$ cat config.mk
export PLATFORM = sky130hd
export DESIGN_NAME = bcd_serial_sequencer
export DESIGN_NICKNAME = d
export VERILOG_FILES = /design/src/rtl/bcd_serial_sequencer.sv
export SDC_FILE = /design/constraint.sdc
export NUM_CORES = 1
export LEC_CHECK = 0
export ABC_AREA = 1
export BUFFER_PORTS_ARGS = -buffer_cell sky130_fd_sc_hd__buf_2
export CORE_MARGIN = 2
export CORE_UTILIZATION = 51
export DETAILED_ROUTE_END_ITERATION = 10
export MAX_ROUTING_LAYER = met4
export PLACE_DENSITY_LB_ADDON = 0.12
export SETUP_SLACK_MARGIN = 0.4
export SLEW_MARGIN = 15
export SYNTH_ARGS = -nofsm -noshare
export SYNTH_HDL_FRONTEND = slang
export SYNTH_SLANG_ARGS = --single-unit
$ cat constraint.sdc
create_clock -name clk -period 3.05 [get_ports clk]
set_clock_uncertainty 0.05 [all_clocks]
set_input_delay 0.305 -clock clk [delete_from_list [all_inputs] [get_ports clk]]
set_output_delay 0.305 -clock clk [all_outputs]
set_load 0.005 [all_outputs]
$ cat src/rtl/bcd_serial_sequencer.sv
// Serial BCD adder: adds two packed DIGITS-digit BCD operands one digit per
// clock, least-significant digit first. Operands with a non-decimal digit are
// rejected up front and reported through err without entering RUN.
module bcd_serial_sequencer #(
    parameter int DIGITS = 4
) (
    input  logic                  clk,
    input  logic                  rst,
    input  logic                  start,
    input  logic [4*DIGITS-1:0]   a,
    input  logic [4*DIGITS-1:0]   b,
    output logic                  busy,
    output logic                  done,
    output logic [4*DIGITS-1:0]   sum,
    output logic                  cout,
    output logic                  err
);

    localparam int IW = $clog2(DIGITS);
    localparam logic [IW-1:0] LAST_IDX = IW'(DIGITS - 1);

    typedef enum logic [1:0] {
        IDLE = 2'd0,
        RUN  = 2'd1,
        DONE = 2'd2
    } state_t;

    state_t              state_q, state_d;
    logic [4*DIGITS-1:0] a_q, a_d;
    logic [4*DIGITS-1:0] b_q, b_d;
    logic [4*DIGITS-1:0] acc_q, acc_d;
    logic [IW-1:0]       idx_q, idx_d;
    logic                carry_q, carry_d;
    logic [4*DIGITS-1:0] sum_q, sum_d;
    logic                cout_q, cout_d;
    logic                err_q, err_d;

    logic                operand_bad;
    logic [3:0]          a_dig, b_dig, res_dig;
    logic [4:0]          t;
    logic                carry_nxt;

    // Flag any non-decimal digit on the live operand inputs
    always_comb begin
        operand_bad = 1'b0;
        for (int unsigned i = 0; i < DIGITS; i++) begin
            if (a[4*i +: 4] > 4'd9 || b[4*i +: 4] > 4'd9) begin
                operand_bad = 1'b1;
            end
        end
    end

    // Single-digit decimal add on the currently indexed digit
    always_comb begin
        a_dig = a_q[{idx_q, 2'b00} +: 4];
        b_dig = b_q[{idx_q, 2'b00} +: 4];
        t     = {1'b0, a_dig} + {1'b0, b_dig} + {4'b0000, carry_q};
        if (t > 5'd9) begin
            res_dig   = t[3:0] + 4'd6;
            carry_nxt = 1'b1;
        end else begin
            res_dig   = t[3:0];
            carry_nxt = 1'b0;
        end
    end

    // Next-state and datapath register updates
    always_comb begin
        state_d = state_q;
        a_d     = a_q;
        b_d     = b_q;
        acc_d   = acc_q;
        idx_d   = idx_q;
        carry_d = carry_q;
        sum_d   = sum_q;
        cout_d  = cout_q;
        err_d   = err_q;
        unique case (state_q)
            IDLE: begin
                if (start) begin
                    a_d     = a;
                    b_d     = b;
                    acc_d   = '0;
                    idx_d   = '0;
                    carry_d = 1'b0;
                    if (operand_bad) begin
                        sum_d   = '0;
                        cout_d  = 1'b0;
                        err_d   = 1'b1;
                        state_d = DONE;
                    end else begin
                        state_d = RUN;
                    end
                end
            end
            RUN: begin
                acc_d[{idx_q, 2'b00} +: 4] = res_dig;
                carry_d = carry_nxt;
                idx_d   = idx_q + 1'b1;
                // The final digit goes straight into sum alongside the
                // accumulator update so the result is visible in DONE.
                if (idx_q == LAST_IDX) begin
                    sum_d   = acc_d;
                    cout_d  = carry_nxt;
                    err_d   = 1'b0;
                    state_d = DONE;
                end
            end
            DONE: begin
                state_d = IDLE;
            end
            default: begin
                state_d = IDLE;
            end
        endcase
    end

    // State and datapath registers with asynchronous reset
    always_ff @(posedge clk or posedge rst) begin
        if (rst) begin
            state_q <= IDLE;
            a_q     <= '0;
            b_q     <= '0;
            acc_q   <= '0;
            idx_q   <= '0;
            carry_q <= 1'b0;
            sum_q   <= '0;
            cout_q  <= 1'b0;
            err_q   <= 1'b0;
        end else begin
            state_q <= state_d;
            a_q     <= a_d;
            b_q     <= b_d;
            acc_q   <= acc_d;
            idx_q   <= idx_d;
            carry_q <= carry_d;
            sum_q   <= sum_d;
            cout_q  <= cout_d;
            err_q   <= err_d;
        end
    end

    // Status outputs decoded from state only
    always_comb begin
        busy = (state_q != IDLE);
        done = (state_q == DONE);
        sum  = sum_q;
        cout = cout_q;
        err  = err_q;
    end

endmodule

==> flow_summary.yaml, run 1 <==
run_status:
  status: "completed"
yosys:
  synth-simple-area-share: 0.282
  synth_area_sq_mm: 0.00337
  synth.area.top_cells: "dfrtp_1, nand2_1, o21ai_0"
  ys_seq_area_frac: 0.497
  ys_types: 28
  synth_top_family_by_area: "simple AND/OR/NAND/NOR gates"
  synth_edf_count: 0
  yosys_warnings: 0
  synth_compound_area_frac: 0.106
  muxShareOfSynthArea: 0
  synth_nets: 482
  synth_flop_cell: "dfrtp_1"
  synth-async-reset-ratio: 1.00
  synth_adder_area_share: 0.0453
  synth_top_area_frac: 0.497
  netlist_instances: 436
  synth_top_cell_by_area: "dfrtp_1"
  synth.ff_latch_count: 67
  yosys.area_share.xor_xnor: 0
  avgSynthCellArea_sq_um: 7.74
flow_run:
  drv_cap: 0
placed_design:
  io_buffers: 54
  dp_hpwl_mm: 5.54
  place_congestion: 0.863
  placed_area_sq_mm: 0.00379
  pre_cts_slack_ns: -0.0733
sta:
  worst_slack_ns: 0.0360
  fin_crit_sh: 0.988
  hold_ws_ns: 0.101
  setup_viol_count_final: 0
  fmax_mhz: 332
  rsz0062_at_grt: "true"
  tightestPinTransition_ns: 0.989
  period_needed_ns: 3.01
  max_slew_margin: 0.340
  drv_slew: 0
  hold_viol_final: 0
power_and_ir_drop:
  p_sw_mw: 2.17
  ir_worst_vdd_mv: 0.714
  p_per_area_mw_per_mm2: 1150
  p_leak_nw: 2.32
  swShare: 0.443
  power_frac_seq: 0.266
  p_int_mw: 2.72
  p_comb_frac: 0.573
  p_clk_frac: 0.160
drt:
  ant_nets: 0
  viasPerCell: 5.16
  detail_route.iter0.violations: 193
  drc_errors: 0
  first_pass_iters: 5
  wl_mm: 8.18
  vias: 3052
  routedWlPerCell_microns: 13.8
global_route:
  grt_max_degree: 68
  track_usage: 0.249
  grt_pass1_vias: 2912
  antenna_found_initial: 0
  grt_overflow: 0
  grt_pass1_wl_mm: 13.7
clock_network:
  cts_buffers: 9
  clk_pin_slew_ns: 0.07
  htree_levels: 3
  clk_latency_ns: 0.35
  root_buffer: "clkbuf_8"
  cts_sinks: 67
  cts_buffer_depth: 2
  cts_tree: "done"
floorplan:
  dieWidth_microns: 85.3
  die_area_sq_mm: 0.00728
  die_h_microns: 85.3
  start_util: 0.528
  rows: 29
  coreArea_sq_mm: 0.00639
  num_io_pins: 55
final_layout:
  final_util: 0.665
  layout.nets: 555
  fin_area_sq_mm: 0.00425
  area_growth_pct: 25.9
  drive_gt1_frac: 0.280
  diodes: 0
critical_path:
  crit_path_cell_trace: "buf_12, o21ai_4, o22ai_2, fa_2, fa_2, inv_2, ha_4, inv_4, nor2_4, a21oi_2, nand2_2, nand2_4, nand2_1, nand2_4, nand2_2, nand2_2, nand2_2, o21ai_2"
  ff2ff_setup_slack_ns: 0.04
  crit_slowest_cell: "fa_2"
  crit_type: "reg2reg"
  cp-end-kind: "flop"
  cp_common_cell: "nand2_2"
  path_max_fanout: 6
  cp.arrival_ns: 3.24
  crit_required_ns: 3.27
  crit_path_max_incr_delay_ns: 0.56
  worstSetupStartpointType: "flop"
worst_hold_path:
  hold_class: "in2reg"
-- timing repair --
item	4_1_cts	5_1_grt
setup endpoints to repair	23	23
pin swaps	14	2
hold buffers	0	0
setup buffers	9	3
resized for setup	16	30
-- logic make-up (layout without fill, tap and decap cells) --
family | Yosys count | count (layout)
AOI/OAI and AO/OA | 65 | 65
buffers and inverters | 60 | 138
adders and majority gates | 11 | 11
DFF | 67 | 67
and+or+nand+nor | 233 | 233
-- stage by stage --
step                power (mW)  instances  setup TNS (ns)
finish                    4.89        591               0
floorplan                 2.70        436               0
detailed placement        3.15        563          -0.177
global route              5.26        591          -0.758
CTS                       4.30        588               0
global placement          3.12        563               0
-- placed cells by master (no fill, tap or decap), types with 7 or more instances in the layout --
master and instances:
o21ai_2 7, nand4_1 7, nand2_2 10, nand2_1 167
nor2_1 21, clkbuf_8 9, buf_4 19, inv_2 9
nand3_1 10, o21ai_0 32, dfrtp_1 65, o22ai_1 10
inv_1 33, buf_2 54, ha_1 8
-- metal layers --
metal  vias to the layer above  GRT usage  share of wire
li1                       1526          -              -
met1                      1418      0.355           0.49
met2                        95      0.354           0.44
met3                        13     0.0457          0.053
met4                         0     0.0924          0.018
met5                         -          -              0
-- state kept, by name, summed over array words and instances, names as in the netlist --
register and cells:
sum 16, idx_q 2, err 1, acc_q 12
b_q 16, a_q 16, carry_q 1, state_q 2
cout 1
-- critical path, delay by kind of cell, from the launching register on --
kind | cells | cell delay [ns]
buffers and inverters | 3 | 0.27
DFF | 1 | 0.45
AOI/OAI and AO/OA | 4 | 0.45
adders and majority gates | 3 | 1.11
and+or+nand+nor | 8 | 0.61
-- synthesized netlist by cell type (3+ instances only) --
cell,instances
clkinv_1,3
inv_1,38
inv_2,5
o22ai_1,12
a21oi_1,5
nand4_1,7
dfrtp_1,67
o21ai_2,3
nor2_1,24
o21ai_0,42
nand2_1,180
clkbuf_1,6
buf_2,4
nand3_1,14
ha_1,9
-- area by class of cell --
| type | count | area (sq um) |
|---|---|---|
| clock buffer | 11 | 131 |
| clock inverter | 5 | 77.6 |
| fill | 557 | 2140 |
| inverter | 46 | 180 |
| multi-input combinational | 309 | 1630 |
| sequential | 67 | 1680 |
| tap | 77 | 96.3 |
| timing repair buffer | 76 | 455 |
-- power groups by stage --
stage	clock network [mW]	logic, mW	registers, mW
CTS	0.802	2.21	1.29
finish	0.785	2.80	1.30
floorplan	0	1.47	1.23
detailed placement	0	1.85	1.30
global route	0.835	3.10	1.33
global placement	0	1.82	1.30
-- final timing paths --
path | cells after the start | start | end
worst max register to register | 18 | idx_q[0]$_DFFE_PP0P_ | sum[1]$_DFFE_PP0P_
worst min-delay path | 3 | b[0] | b_q[0]$_DFFE_PP0P_
worst max-delay path | 18 | idx_q[0]$_DFFE_PP0P_ | sum[1]$_DFFE_PP0P_
min in group asynchronous | 3 | rst | b_q[14]$_DFFE_PP0P_
max in group asynchronous | 3 | rst | idx_q[1]$_DFFE_PP0P_
worst min register to register | 2 | sum[14]$_DFFE_PP0P_ | sum[14]$_DFFE_PP0P_
Note: power is estimated with default switching activity, not from simulation.
==> inputs of run 2 (changes only) <==
--- a/config.mk
+++ b/config.mk
@@ -6,10 +6,10 @@
 export NUM_CORES = 1
 export LEC_CHECK = 0
 export ABC_AREA = 1
-export BUFFER_PORTS_ARGS = -buffer_cell sky130_fd_sc_hd__buf_2
 export CORE_MARGIN = 2
-export CORE_UTILIZATION = 51
+export CORE_UTILIZATION = 52
 export DETAILED_ROUTE_END_ITERATION = 10
+export DONT_BUFFER_PORTS = 1
 export MAX_ROUTING_LAYER = met4
 export PLACE_DENSITY_LB_ADDON = 0.12
 export SETUP_SLACK_MARGIN = 0.4
==> run 2 against run 1 <==
The flow now finishes with violations (hold timing, setup timing). Worst hold slack got worse by 0.14 ns. Flip-flop and latch count stayed put. Wire length is 2.8% lower. Final area down 7.6%. Via count shrank 5.8%. Sequential power about the same. Count of clock-buffer cells in the layout is 1 higher. Non-clock buffer count down 55. Power decreased by 7.3%. Global-route usage is 0.83 points lower. Critical path type unchanged. Critical endpoint is now acc_q[2]$_DFFE_PP0P_. Highest routed layer unchanged.
==> flow_summary.yaml, run 2 (synthesis gave the netlist of run 1 again) <==
drt:
  wl_mm: 7.95
  viasPerCell: 5.39
  routedWlPerCell_microns: 14.9
  ant_nets: 0
  detail_route.iter0.violations: 191
  drc_errors: 0
  vias: 2876
  first_pass_iters: 5
final_layout:
  area_growth_pct: 16.3
  diodes: 0
  final_cells: 534
  final_util: 0.621
  drive_gt1_frac: 0.184
  most-common-layout-cells: "nand2_1, dfrtp_1, inv_1"
  fin_area_sq_mm: 0.00392
  final_common_cell: "nand2_1"
  nFillCells: 561
  layout.nets: 500
global_route:
  grt_pass1_wl_mm: 13.1
  grt_pass1_vias: 2742
  grt_overflow: 0
  grt_max_degree: 54
  antenna_found_initial: 0
  track_usage: 0.240
critical_path:
  path_max_fanout: 6
  reg2reg_depth: 18
  cp.arrival_ns: 3.30
  crit_required_ns: 3.28
  worstSetupStartpointType: "flop"
  cp-end-kind: "flop"
  crit_type: "reg2reg"
sta:
  fin_crit_sh: 1.01
  worst_slack_ns: -0.0193
  drv_slew: 0
  hold_viol_final: 51
  fmax_mhz: 326
  setup_viol_count_final: 3
  hold_ws_ns: -0.0402
  tightestPinTransition_ns: 0.993
  fin_setup_tns_ns: -0.0264
  rsz0062_at_grt: "true"
  max_slew_margin: 0.338
  period_needed_ns: 3.07
clock_network:
  root_buffer: "clkbuf_8"
  cts_buffer_depth: 2
  cts_tree: "done"
  cts_buffers: 9
  holdBufCountCts: 0
  cts_sinks: 67
  htree_levels: 3
  clk_latency_ns: 0.34
  clk_pin_slew_ns: 0.07
power_and_ir_drop:
  p_per_area_mw_per_mm2: 1160
  p_leak_nw: 2.06
  finalPower_mw: 4.54
  ir_worst_vdd_mv: 0.597
floorplan:
  die_area_sq_mm: 0.00715
  start_util: 0.534
  rows: 29
  dieWidth_microns: 84.5
  die_h_microns: 84.5
  coreArea_sq_mm: 0.00631
  num_io_pins: 55
placed_design:
  placed_area_sq_mm: 0.00354
  dp_hpwl_mm: 5.49
  dp.cells: 512
  io_buffers: 0
  place_congestion: 0.911
flow_run:
  drv_cap: 0
worst_hold_path:
  hold_class: "in2async"
run_status:
  status: "finished with violations"
  violations: "hold timing, setup timing"
## run 2: layout make-up
type,instances,area [sq um],share of cell area
flip-flops and latches,67,1680,0.428
multi-input cells,309,1600,0.408
inverters,46,180,0.0459
repair buffers,21,170,0.0434
clock buffers,12,165,0.0421
well taps,77,96.3,0.0246
clock inverters,2,35.0,0.00893
## run 2: routing by layer
| layer | track usage | up-vias | wire (microns) |
|---|---|---|---|
| li1 | - | 1415 | - |
| met1 | 0.348 | 1345 | 3840 |
| met2 | 0.324 | 101 | 3330 |
| met3 | 0.0570 | 15 | 611 |
| met4 | 0.0981 | 0 | 173 |
| met5 | - | - | 0 |
## run 2: what timing repair did
item / CTS / global route
setup endpoints to repair: 23 / 23
cloned: 0 / 0
endpoints found under the hold margin: 0 / 0
gates resized for setup: 13 / 23
buffers inserted: 4 / 4
pin swaps: 2 / 14
## run 2: final timing paths
| check | slack (ns) | startpoint | to |
|---|---|---|---|
| max | -0.02 | idx_q[0]$_DFFE_PP0P_ | acc_q[2]$_DFFE_PP0P_ |
| min | -0.04 | rst | a_q[2]$_DFFE_PP0P_ |
| max reg2reg | -0.02 | idx_q[0]$_DFFE_PP0P_ | acc_q[2]$_DFFE_PP0P_ |
| min reg2reg | 0.42 | b_q[6]$_DFFE_PP0P_ | b_q[6]$_DFFE_PP0P_ |
| max in group asynchronous | 2.29 | rst | sum[14]$_DFFE_PP0P_ |
| min in group clk | 0.03 | a[14] | a_q[14]$_DFFE_PP0P_ |
## run 2: power by group
part / total [mW] / switching (mW) / internal (mW)
Sequential: 1.29 / 0.169 / 1.13
Combinational: 2.50 / 1.51 / 0.986
Clock: 0.745 / 0.311 / 0.434
Total: 4.54 / 1.99 / 2.54
## run 2: through the flow
stage	hold slack, ns	worst slack, ns
after detailed placement	0.377	-0.00262
final	-0.0402	-0.0193
after global placement	0.374	0.0350
after floorplan	0.372	0.0890
after CTS	0.0188	0.0659
after global routing	0.0272	-0.125
## run 2: worst max-delay path, cell delays in order (launching register included)
cell and delay [ns]:
dfrtp_2 0.45, buf_12 0.15, o21ai_4 0.12, o22ai_2 0.09, fa_2 0.39, fa_2 0.61, inv_2 0.06, ha_4 0.16
inv_2 0.06, nor2_2 0.04, a21oi_2 0.12, nand2_2 0.11, nand2_4 0.11, nand2_2 0.08, nand2_4 0.09, inv_2 0.05
o21ai_4 0.15, nand2_1 0.07, nand2_1 0.07
